## config.mk

```make
export PLATFORM = sky130hd
export DESIGN_NAME = ysyx_24110015_lsu
export DESIGN_NICKNAME = d
export VERILOG_FILES = /design/src/rtl/ysyx_24110015_lsu.sv
export SDC_FILE = /design/constraint.sdc
export NUM_CORES = 1
export LEC_CHECK = 0
export ABC_AREA = 1
export BUFFER_PORTS_ARGS = -buffer_cell sky130_fd_sc_hd__buf_4
export CORE_UTILIZATION = 35
export CTS_CLUSTER_DIAMETER = 120
export DETAILED_ROUTE_END_ITERATION = 6
export GPL_TIMING_DRIVEN = 0
export PLACE_DENSITY = 0.61
export SLEW_MARGIN = 30
export SYNTH_ARGS = -nofsm -noshare
export SYNTH_HDL_FRONTEND = slang
export SYNTH_SLANG_ARGS = --single-unit
```

## constraint.sdc

```tcl
create_clock -name clk -period 4.8 [get_ports clk]
set_input_delay 0.24 -clock clk [delete_from_list [all_inputs] [get_ports clk]]
set_output_delay 0.24 -clock clk [all_outputs]
set_load 0.05 [all_outputs]
```

## src/rtl/ysyx_24110015_lsu.sv

```systemverilog
// Multi-cycle load/store unit: accepts one decoded op, issues at most one bus
// access, and hands the aligned/extended load value (or a fault) to writeback.
module ysyx_24110015_lsu #(
    parameter int XLEN   = 32,
    parameter int ADDR_W = 32,
    localparam int STRB_W = XLEN / 8
) (
    input  logic              clk,
    input  logic              rst,
    input  logic              in_valid,
    output logic              in_ready,
    input  logic [ADDR_W-1:0] in_addr,
    input  logic [XLEN-1:0]   in_wdata,
    input  logic              in_mem_read,
    input  logic              in_mem_write,
    input  logic [2:0]        in_mem_op,
    output logic              mem_req_valid,
    input  logic              mem_req_ready,
    output logic              mem_req_wen,
    output logic [ADDR_W-1:0] mem_req_addr,
    output logic [XLEN-1:0]   mem_req_wdata,
    output logic [STRB_W-1:0] mem_req_wstrb,
    input  logic              mem_resp_valid,
    output logic              mem_resp_ready,
    input  logic [XLEN-1:0]   mem_resp_rdata,
    input  logic              mem_resp_err,
    output logic              out_valid,
    input  logic              out_ready,
    output logic [XLEN-1:0]   out_data,
    output logic              out_fault
);
    localparam int OFF_W = $clog2(STRB_W);

    typedef enum logic [1:0] {IDLE, REQ, WAIT, DONE} state_e;

    state_e            state_q, state_d;
    logic [ADDR_W-1:0] reqAddr_q, reqAddr_d;
    logic [XLEN-1:0]   reqWdata_q, reqWdata_d;
    logic [STRB_W-1:0] reqWstrb_q, reqWstrb_d;
    logic              reqWen_q, reqWen_d;
    logic [OFF_W-1:0]  off_q, off_d;
    logic [1:0]        size_q, size_d;
    logic              zext_q, zext_d;
    logic [XLEN-1:0]   outData_q, outData_d;
    logic              outFault_q, outFault_d;

    logic [OFF_W-1:0]  inOff;
    logic [1:0]        inSize;
    logic              illegal;
    logic              misaligned;
    logic [15:0]       strbWide;
    logic [XLEN-1:0]   shifted, mask, signPos, loadVal;

    always_comb begin
        inOff    = in_addr[OFF_W-1:0];
        inSize   = in_mem_op[1:0];
        illegal  = (in_mem_op == 3'b111) ||
                   ((XLEN == 32) && ((in_mem_op == 3'b011) || (in_mem_op == 3'b110)));
        case (inSize)
            2'd1:    misaligned = in_addr[0];
            2'd2:    misaligned = |in_addr[1:0];
            2'd3:    misaligned = |in_addr[2:0];
            default: misaligned = 1'b0;
        endcase
        strbWide = ((16'd1 << (5'd1 << inSize)) - 16'd1) << inOff;
    end

    // Size-generic extraction: mask keeps the accessed bytes, ~mask fills the sign.
    always_comb begin
        shifted = mem_resp_rdata >> {off_q, 3'b000};
        mask    = (size_q == 2'd3) ? '1 : ((XLEN'(1) << (7'd8 << size_q)) - XLEN'(1));
        signPos = XLEN'(1) << ((7'd8 << size_q) - 7'd1);
        loadVal = shifted & mask;
        if (!zext_q && (|(shifted & signPos))) begin
            loadVal = loadVal | ~mask;
        end
    end

    always_comb begin
        state_d    = state_q;
        reqAddr_d  = reqAddr_q;
        reqWdata_d = reqWdata_q;
        reqWstrb_d = reqWstrb_q;
        reqWen_d   = reqWen_q;
        off_d      = off_q;
        size_d     = size_q;
        zext_d     = zext_q;
        outData_d  = outData_q;
        outFault_d = outFault_q;
        case (state_q)
            IDLE: begin
                if (in_valid) begin
                    state_d = DONE;
                    if (in_mem_write || in_mem_read) begin
                        if (illegal || misaligned) begin
                            outData_d  = '0;
                            outFault_d = 1'b1;
                        end else begin
                            reqAddr_d  = {in_addr[ADDR_W-1:OFF_W], {OFF_W{1'b0}}};
                            reqWen_d   = in_mem_write;
                            reqWdata_d = in_wdata << {inOff, 3'b000};
                            reqWstrb_d = in_mem_write ? strbWide[STRB_W-1:0] : '0;
                            off_d      = inOff;
                            size_d     = inSize;
                            zext_d     = in_mem_op[2];
                            state_d    = REQ;
                        end
                    end else begin
                        outData_d  = XLEN'(in_addr);
                        outFault_d = 1'b0;
                    end
                end
            end
            REQ: begin
                if (mem_req_ready) begin
                    state_d = WAIT;
                end
            end
            WAIT: begin
                if (mem_resp_valid) begin
                    outFault_d = mem_resp_err;
                    outData_d  = (mem_resp_err || reqWen_q) ? '0 : loadVal;
                    state_d    = DONE;
                end
            end
            DONE: begin
                if (out_ready) begin
                    state_d = IDLE;
                end
            end
            default: state_d = IDLE;
        endcase
    end

    always_ff @(posedge clk) begin
        if (rst) begin
            state_q    <= IDLE;
            reqAddr_q  <= '0;
            reqWdata_q <= '0;
            reqWstrb_q <= '0;
            reqWen_q   <= 1'b0;
            off_q      <= '0;
            size_q     <= '0;
            zext_q     <= 1'b0;
            outData_q  <= '0;
            outFault_q <= 1'b0;
        end else begin
            state_q    <= state_d;
            reqAddr_q  <= reqAddr_d;
            reqWdata_q <= reqWdata_d;
            reqWstrb_q <= reqWstrb_d;
            reqWen_q   <= reqWen_d;
            off_q      <= off_d;
            size_q     <= size_d;
            zext_q     <= zext_d;
            outData_q  <= outData_d;
            outFault_q <= outFault_d;
        end
    end

    assign in_ready       = (state_q == IDLE);
    assign mem_req_valid  = (state_q == REQ);
    assign mem_resp_ready = (state_q == WAIT);
    assign out_valid      = (state_q == DONE);
    assign mem_req_wen    = reqWen_q;
    assign mem_req_addr   = reqAddr_q;
    assign mem_req_wdata  = reqWdata_q;
    assign mem_req_wstrb  = reqWstrb_q;
    assign out_data       = outData_q;
    assign out_fault      = outFault_q;

endmodule

```

## Yosys cells after proc, flatten, opt, wreduce, memory -nomap -nowiden

Cells that the tools add are included.

| storage, ports and cells | value |
|---|---|
| register bits | 107 |
| input bits | 108 |
| word-level logic and storage cells | 78 |

| operators by class | value |
|---|---|
| add/subtract/negate cells | 3 |
| equal/unequal tests | 15 |
| shift-type cells | 8 |
| muxes and demuxes | 22 |
| bitwise gates (word level) | 5 |
| reduce and logical (&&, ||, !) cells | 15 |

Operators by type and width:

| cell | number |
|---|---|
| 32-bit two-way mux | 7 |
| 32-bit AND | 2 |
| 32-bit case mux with 2 select lines | 1 |
| 1-bit by 7-bit << shifter with 32-bit output (first input constant) | 2 |
| 32-bit NOT | 1 |
| 32-bit bitwise OR | 1 |
| 32-bit OR reduction | 1 |
| 32-bit by 5-bit << shifter with 32-bit output | 1 |
| 32-bit by 5-bit >> shifter with 32-bit output | 1 |
| 32-bit by 1-bit subtractor with 32-bit output (second input constant) | 1 |
| 1-bit by 5-bit << shifter with 16-bit output (first input constant) | 1 |
| 16-bit by 2-bit << shifter with 4-bit output | 1 |
| 16-bit by 1-bit subtractor with 16-bit output (second input constant) | 1 |
| 2-bit two-way mux | 6 |
| 4-bit AND reduction | 3 |
| 2-bit == test (second input constant) | 5 |
| 2-bit case mux with 4 select lines | 1 |
| 4-bit by 2-bit << shifter with 7-bit output (first input constant) | 1 |
| 7-bit by 1-bit subtractor with 7-bit output (second input constant) | 1 |
| 3-bit == test (second input constant) | 2 |
| 1-bit logical OR | 5 |
| 1-bit by 2-bit << shifter with 5-bit output (first input constant) | 1 |
| 2-bit by 1-bit == test with 1-bit output (second input constant) | 2 |
| 1-bit two-way mux | 4 |
| 14 further kinds | 16 |

## Depth between registers and ports, before layout

Gate-level depths: netlist of run 1.

| depth | value |
|---|---|
| depth after elaboration | 10 |
| gate-level depth with buffers | 11 |
| gate-level depth less buffers | 10 |

## Worst setup path after synthesis of run 1

No wires, ideal clock.

| timing | value |
|---|---|
| path kind | register to register |
| start point | register state_q[0] |
| end point | register outData_q[30], in the netlist out_data[30] |
| setup time | 0.117 ns |
| data arrival time | 1.924 ns |
| path slack | 2.759 ns |
| stages on the path, launching flop included | 11 |
| path buffers | 2 |
| cell sequence | dfxtp_1 inv_1 ha_1 inv_2 o22ai_1 nor2_2 nand2_1 buf_4 buf_6 nor2_1 a21oi_1 |

| between the ends | value |
|---|---|
| longest elaborated chain between the ends | 3 |
| elaborated cells between the ends (all ways) | 8 |

RTL lines:

| element | line | source |
|---|---|---|
| start, declared | 36 | `state_e state_q, state_d;` |
| start signal, assigned | 148 | `state_q <= state_d;` |
| 2-bit == test (*) | n/a |  |
| via mem_resp_ready | 24 | `output logic mem_resp_ready,` |
| 2-bit inequality test (no source line) or 2-bit nonzero test (tied branches) | n/a |  |
| 4-bit AND reduction (no source line) | n/a |  |
| end signal, assigned | 156 | `outData_q <= outData_d;` |
| end, declared | 44 | `logic [XLEN-1:0] outData_q, outData_d;` |

Mark *: on every way through the listed nets, which the timed path passes. The rest lies on a longest branch.
A chain may end at the register's enable or synchronous reset.

## Final worst setup path of run 1

| timing | value |
|---|---|
| start point | register state_q[0] |
| end point | register outData_q[11], in the netlist out_data[11] |

| between the ends | value |
|---|---|
| longest elaborated chain between the ends | 3 |
| elaborated cells between the ends (all ways) | 8 |

RTL lines:

| element | line | source |
|---|---|---|
| 2-bit == test or 2-bit logical NOT (tied branches) | 90 | `case (state_q)` |
| 2-bit inequality test (no source line) (tied with other cells) | n/a |  |
| 4-bit AND reduction (no source line) | n/a |  |

Several ways; a longest one is shown, not always the timed one.

==> run summary, run 1 <==
relative slew slack: 58.33%
DP Area: 7585 um2
drc violations: 0
Worst Tran Pin Value: 625.0 ps
RSZ-0062 raised after global routing: false
initial antenna violation count: 0
height of the die: 130.1 um
Worst Path Required: 5060 ps
pin count of the biggest net entering global routing: 21
Global Route Usage Sum: 23.93%
Tcrit/Tclk final: 46.61%
clk sinks: 107
Final setup viols: 0
most frequent cells in the layout: 290 x nand2_1, 220 x buf_4, 125 x a21oi_1
Finished Core Util: 49.43%
CP Capture Type: register
Routed WL per cell: 15.00 um
Combinational Power Share: 52.0%
Synth Cell Area: 5742 um2
met1 WL: 9385 um
Post-CTS Setup Inserts: 0
max-cap viol count: 0
Clk pwr share: 19.1%
Setup WS pre-CTS: 2614 ps
sequential cell area fraction in the yosys report: 37.31%
slowest stage delay, CP: 380 ps
slowest CP cell: dfxtp_1
routed vias: 6484
hold crit path type: input port to register
Worst Path Max Fanout: 10
# rows: 46
CTS buffer count: 9
switching power: 1.891 mW
met2 wire length: 9300 um
first-pass detailed-route iteration total: 5
clock root buffer master: clkbuf_16
vias in the first global route: 6030
core footprint: 15940 um2
Die Width: 130.1 um
Layout area overhead: 37.24%
total negative slack: 0 ps
diodes inserted: 0
hold_buf cts: 0
global-route wire length before repair: 31140 um
HPWL after detailed placement: 16010 um
DR vias/cell: 4.792
fin crit period: 2237 ps
PostCTS Resize Cnt: 0
total die area: 16920 um2
Clock Latency Late Sink: 360 ps
Pleak: 3.729 nW
I/O Buffers: 209
fin. max-slew vios: 0
total congestion overflow: 0
Avg Cell Area, Syn: 6.303 um2
FMAX: 0.4469 GHz
Clock Path Buffers: 2
yosys warns: 0
register bit total from synthesis: 107
Flop pwr share: 28.9%
Cells after Synth: 911
Starting DRT DRC Count: 342
routed length on met3: 1406 um
Top Ports: 214
uppermost layer routed: met4
gpl congestion: 0.9027
Netlist cell types: 29
Worst Skew: 8.096 ps
commonest non-fill, non-tap cell in the layout: nand2_1
post-layout total power: 3.946 mW
layout cells sized above 1: 25.15%
CP cell instances: inv_1 -> ha_1 -> inv_2 -> o22ai_1 -> nor2_2 -> nand2_1 -> buf_4 -> buf_6 -> nor2_1 -> a21oi_1
status: complete, no violations
Clock transition at path regs: 80 ps
switch share: 47.93%
final worst slack: 2563 ps
CTS tree: built
final WL: 20300 um
antenna-violating nets left: 0
Setup CP Type: register to register
fin area: 7880 um2
P_int: 2.054 mW
# H-tree levels: 3
CP Launch Type: register
Arr. time, crit path: 2490 ps
Fin. Hold Viols: 0
PwrDens: 500.7 nW/um2
net count reported at finish: 1244
worst vdd ir: 0.5875 mV
Initial Util: 36.01%
==> per-layer routing <==
metal  vias to the layer above  track usage (%)
met4                         0            5.746
met1                      2911            32.57
met2                       230            38.70
li1                       3328                -
met5                         -                0
met3                        15            4.838
==> path summary, 6_finish.rpt <==
kind                                 startpoint                            end  slack [ps]  depth (start not counted)
setup / recovery        state_q[0]$_SDFFE_PP0P_      out_data[11]$_SDFFE_PP0P_        2560                         10
hold / removal                      in_addr[21]  mem_req_addr[21]$_SDFFE_PP0P_         130                          3
setup reg to reg        state_q[0]$_SDFFE_PP0P_      out_data[11]$_SDFFE_PP0P_        2560                         10
hold reg to reg   mem_req_addr[14]$_SDFFE_PP0P_  mem_req_addr[14]$_SDFFE_PP0P_         460                          2
==> synth_stat cells <==
| library cell | count | area (um2) |
|---|---|---|
| a21oi_1 | 125 | 625.6 |
| inv_2 | 4 | 15.01 |
| nor2_1 | 107 | 401.6 |
| conb_1 | 1 | 3.750 |
| nand3_1 | 58 | 290.3 |
| o31ai_4 | 1 | 21.27 |
| nand2_1 | 290 | 1089 |
| mux2i_1 | 8 | 80.08 |
| buf_2 | 22 | 110.1 |
| buf_1 | 2 | 7.510 |
| nand2_2 | 2 | 12.51 |
| buf_4 | 11 | 82.58 |
| o21a_1 | 3 | 22.52 |
| clkinv_2 | 1 | 5.000 |
| o21ai_0 | 36 | 180.2 |
| o22ai_1 | 2 | 12.51 |
| a31oi_1 | 13 | 81.33 |
| o21ai_1 | 1 | 5.000 |
| or2_2 | 12 | 75.07 |
| buf_6 | 4 | 45.04 |
| nand3_2 | 1 | 10.01 |
| inv_1 | 68 | 255.2 |
| dfxtp_1 | 107 | 2142 |
| nor3_1 | 1 | 5.000 |
| nor2_2 | 2 | 12.51 |
| nor2_4 | 1 | 11.26 |
| clkinv_1 | 1 | 3.750 |
| clkbuf_1 | 23 | 86.33 |
| ha_1 | 4 | 50.05 |
==> per-stage QoR <==
step	std cells	hold slack, ps
floorplan	912	382.9
global placement	1337	449.8
detailed placement	1337	454.9
CTS	1353	131.1
global route	1353	136.0
finish	1353	133.7
==> worst max-delay path, delay by kind of cell, from the launching register on <==
kind | cells | cell delay, ps
buffers and inverters | 4 | 620
and+or+nand+nor | 3 | 670
DFF | 1 | 380
AOI/OAI and AO/OA | 2 | 200
adders and majority gates | 1 | 240
==> layout make-up <==
cell class,count,area (um2)
inverters,74,279.0
plain buffers,62,331.6
flip-flops and latches,107,2142
repair buffers,209,1569
fillers,1757,8063
clock inverters,7,70.07
multi-input cells,669,2993
well taps,216,270.3
clock buffers,9,225.2
==> registers in the layout, indices dropped and copies added (netlist names) <==
| register | count |
|---|---|
| mem_req_wstrb | 4 |
| mem_req_addr | 30 |
| out_data | 32 |
| size_q | 2 |
| mem_req_wen | 1 |
| mem_req_wdata | 32 |
| out_fault | 1 |
| off_q | 2 |
| state_q | 2 |
| zext_q | 1 |
==> cells by family after synthesis <==
group           synth area share [%]
buf+inv                        10.63
flops                          37.31
other cells                  0.06531
fa+ha+maj                     0.8717
compound gates                 16.52
mux                            1.395
simple gates                   33.21
==> power by group through the flow <==
stage	clock [mW]	combinational, mW	sequential (mW)
6_report	0.753	2.05	1.14
5_1_grt	0.805	2.24	1.16
4_1_cts	0.766	2.05	1.14
3_5_place_dp	0	2.05	1.16
3_3_place_gp	0	2.04	1.15
2_1_floorplan	0	0.952	1.64
Note: power is estimated with default switching activity, not from simulation.
==> run 2, diff against run 1 <==
--- a/config.mk
+++ b/config.mk
@@ -5,13 +5,13 @@
 export SDC_FILE = /design/constraint.sdc
 export NUM_CORES = 1
 export LEC_CHECK = 0
-export ABC_AREA = 1
+export ABC_AREA = 0
 export BUFFER_PORTS_ARGS = -buffer_cell sky130_fd_sc_hd__buf_4
 export CORE_UTILIZATION = 35
 export CTS_CLUSTER_DIAMETER = 120
 export DETAILED_ROUTE_END_ITERATION = 6
 export GPL_TIMING_DRIVEN = 0
-export PLACE_DENSITY = 0.61
+export PLACE_DENSITY = 0.64
 export SLEW_MARGIN = 30
 export SYNTH_ARGS = -nofsm -noshare
 export SYNTH_HDL_FRONTEND = slang
==> constraint.sdc (replaced) <==
create_clock -name clk -period 1.9 [get_ports clk]
set_input_delay 0.095 -clock clk [delete_from_list [all_inputs] [get_ports clk]]
set_output_delay 0.095 -clock clk [all_outputs]
set_load 0.05 [all_outputs]
==> run 2 against run 1 <==
The flow now finishes with violations (negative setup slack); largest cell class unchanged; combinational power rose to 2.9 times the previous value; critical path type unchanged; largest power group unchanged; critical endpoint is now out_data[26]$_SDFFE_PP0P_; worst hold slack worse by 120 ps; highest routed layer unchanged; setup slack worse by 2600 ps.
==> run summary, run 2 <==
Avg Cell Area, Syn: 8.026 um2 (+27%)
Clock Latency Late Sink: 360 ps (about the same)
DR vias/cell: 5.365 (+12%)
hold wc startpoint: in_addr[5]
fin. max-slew vios: 0 (unchanged)
clk sinks: 107 (unchanged)
Worst Tran Pin Value: 783.9 ps (+158.8 ps)
Post-synth EDFFs: 0 (unchanged)
CP Capture Type: register
antenna-violating nets left: 0 (unchanged)
Main synth FF type: dfxtp_1
# rows: 44 (-4.3%)
height of the die: 125.8 um (-3.3%)
Starting DRT DRC Count: 412 (+20%)
Worst Path Required: 2160 ps (-2900 ps)
non-filler instance count after layout: 1111 (-18%)
Cells after Synth: 668 (-27%)
register bit total from synthesis: 107 (unchanged)
first-pass detailed-route iteration total: 4 (-1)
Synth Cell Area: 5361 um2 (-6.6%)
max-cap viol count: 0 (unchanged)
worst vdd ir: 0.9530 mV (+62%)
pin count of the biggest net entering global routing: 20 (-4.8%)
most frequent cells in the layout: 224 x buf_4, 123 x nand2_1, 105 x dfxtp_1
FMAX: 0.5211 GHz (+17%)
DP Area: 7201 um2 (-5.1%)
Synth area leader: dfxtp_1
core footprint: 14750 um2 (-7.5%)
CTS buffer count: 9 (unchanged)
commonest non-fill, non-tap cell in the layout: buf_4
final worst slack: -19.06 ps (-2582 ps)
RSZ-0062 raised after global routing: true
drc violations: 0 (unchanged)
final WL: 21060 um (+3.8%)
clock root buffer master: clkbuf_16
Routed WL per cell: 18.95 um (+26%)
yosys warns: 0 (unchanged)
initial antenna violation count: 0 (unchanged)
CP Launch Type: register
layout cells sized above 1: 35.17% (+10 points)
Netlist cell types: 39 (+34%)
status: finished, violations left
fin crit period: 1919 ps (-318.4 ps)
Worst Skew: 6.024 ps (-2.072 ps)
top cells by area, synth: dfxtp_1 40%, nand2_1 8.7%, a21oi_1 7.7%, mux2i_1 6.2%, a221oi_1 5.1%
violated checks: negative setup slack
sequential cell area fraction in the yosys report: 39.95% (+2.6 points)
gpl congestion: 0.9162 (+1.5%)
most numerous cell in the Yosys netlist: nand2_1
# H-tree levels: 3 (unchanged)
worst setup path start: off_q[0]$_SDFFE_PP0P_
Global Route Usage Sum: 25.67% (+1.7 points)
Setup CP Type: register to register
total die area: 15820 um2 (-6.5%)
Pleak: 3.327 nW (-11%)
Final setup viols: 3 (+3)
Layout area overhead: 50.62%
global-route wire length before repair: 31180 um (+0.13%)
relative slew slack: 47.74% (-11 points)
Clock transition at path regs: 80 ps (about the same)
PwrDens: 1374 nW/um2 (+170%)
r2r startpoint: off_q[0]$_SDFFE_PP0P_
routed vias: 5960 (-8.1%)
Post-synth top cells: 124 x nand2_1, 107 x dfxtp_1, 82 x a21oi_1, 57 x nor2_1, 34 x clkbuf_1
vias in the first global route: 5583 (-7.4%)
Tcrit/Tclk final: 101.0% (+54 points)
Clock Path Buffers: 2 (unchanged)
Initial Util: 36.34% (+0.32 points)
Worst Path Max Fanout: 10 (unchanged)
Top Ports: 214 (unchanged)
HPWL after detailed placement: 15730 um (-1.8%)
DP Cell Count: 1063 (-20%)
Finished Core Util: 54.73% (+5.3 points)
diodes inserted: 0 (unchanged)
Arr. time, crit path: 2180 ps (-310 ps)
net count reported at finish: 1034 (-17%)
Die Width: 125.8 um (-3.3%)
Fin. Hold Viols: 0 (unchanged)
I/O Buffers: 210 (+0.48%)
CTS tree: built
share of flip-flops with an asynchronous set or reset: 0% (unchanged)
hold crit path type: input port to register
fin area: 8075 um2 (+2.5%)
total congestion overflow: 0 (unchanged)
Synth top area share: 39.95% (+2.6 points)
## run 2: changes by cell type in the layout (fill, tap and decap cells not counted), sizes merged, moves of 12 or more
cell | before | now
nor4 | 0 | 16
nor2 | 110 | 57
a221oi | 0 | 31
o21ai | 37 | 18
nor3 | 1 | 27
dlygate4sd3 | 0 | 22
mux2i | 8 | 33
inv | 76 | 9
nand2 | 292 | 124
a31oi | 13 | 1
nand3 | 59 | 9
a211oi | 0 | 32
a21oi | 125 | 82
clkbuf | 32 | 48
## run 2: logic make-up after synthesis
group / count (synthesis) / synth area share, %
fa+ha+maj: 4 / 0.9335
simple gates: 264 / 22.85
mux: 43 / 8.682
buf+inv: 69 / 5.881
compound gates: 180 / 21.63
flops: 107 / 39.95
other cells: 1 / 0.06994
## run 2: where the power goes
part / total [mW] / internal [mW] / leakage [nW] / switching, mW
clock network: 2.11 / 1.18 / 0.163 / 0.930
logic: 5.94 / 2.11 / 2.29 / 3.83
registers: 3.05 / 2.75 / 0.873 / 0.299
## run 2: through the flow
| step | power, mW | TNS, ps | hold WS [ps] | setup WS (ps) |
|---|---|---|---|---|
| floorplan | 6.725 | 0 | 231.0 | 16.86 |
| global placement | 8.311 | -10290 | 355.8 | -323.5 |
| detailed placement | 8.340 | -11610 | 361.6 | -377.8 |
| CTS | 10.63 | -650.0 | 0.4039 | -76.96 |
| global route | 11.59 | -531.2 | 4.787 | -96.88 |
| finish | 11.10 | -41.88 | 11.32 | -19.06 |
## run 2: routing by layer
layer,global-route usage [%],routed length [um]
met3,5.650,1455
met1,34.43,9413
met2,40.52,9649
met5,0,0
met4,9.284,541
## run 2: area by class of cell
class                           count  area [um2]
Fill cell                        1440        6679
Multi-Input combinational cell    493        3057
Sequential cell                   107        2150
Timing Repair Buffer              243        1908
Buffer                             63       377.9
Tap cell                          184       230.2
Clock buffer                        9       225.2
Clock inverter                      7       106.4
Inverter                            5       21.27
## run 2: final timing paths
kind | slack (ps) | endpoint | cells past startpoint
max | -20 | out_data[26]$_SDFFE_PP0P_ | 7
min | 10 | mem_req_addr[5]$_SDFFE_PP0P_ | 3
max reg2reg | -20 | out_data[26]$_SDFFE_PP0P_ | 7
min reg2reg | 450 | mem_req_wdata[5]$_SDFFE_PP0P_ | 2
## run 2: worst max-delay path: stages, from the launching register on
cell and delay (ps):
dfxtp_1 310, buf_6 140, mux2i_2 160, mux4_2 510, o21bai_4 220, buf_6 150
a221oi_2 60, nor4_2 280
## run 2: repair_timing
action,4_1_cts,5_1_grt
endpoints found under the setup margin,90,100
hold endpoints to repair,22,0
gates cloned,0,2
setup buffers,0,9
pin swaps,0,13
gates resized for setup,26,56
hold buffers,22,0
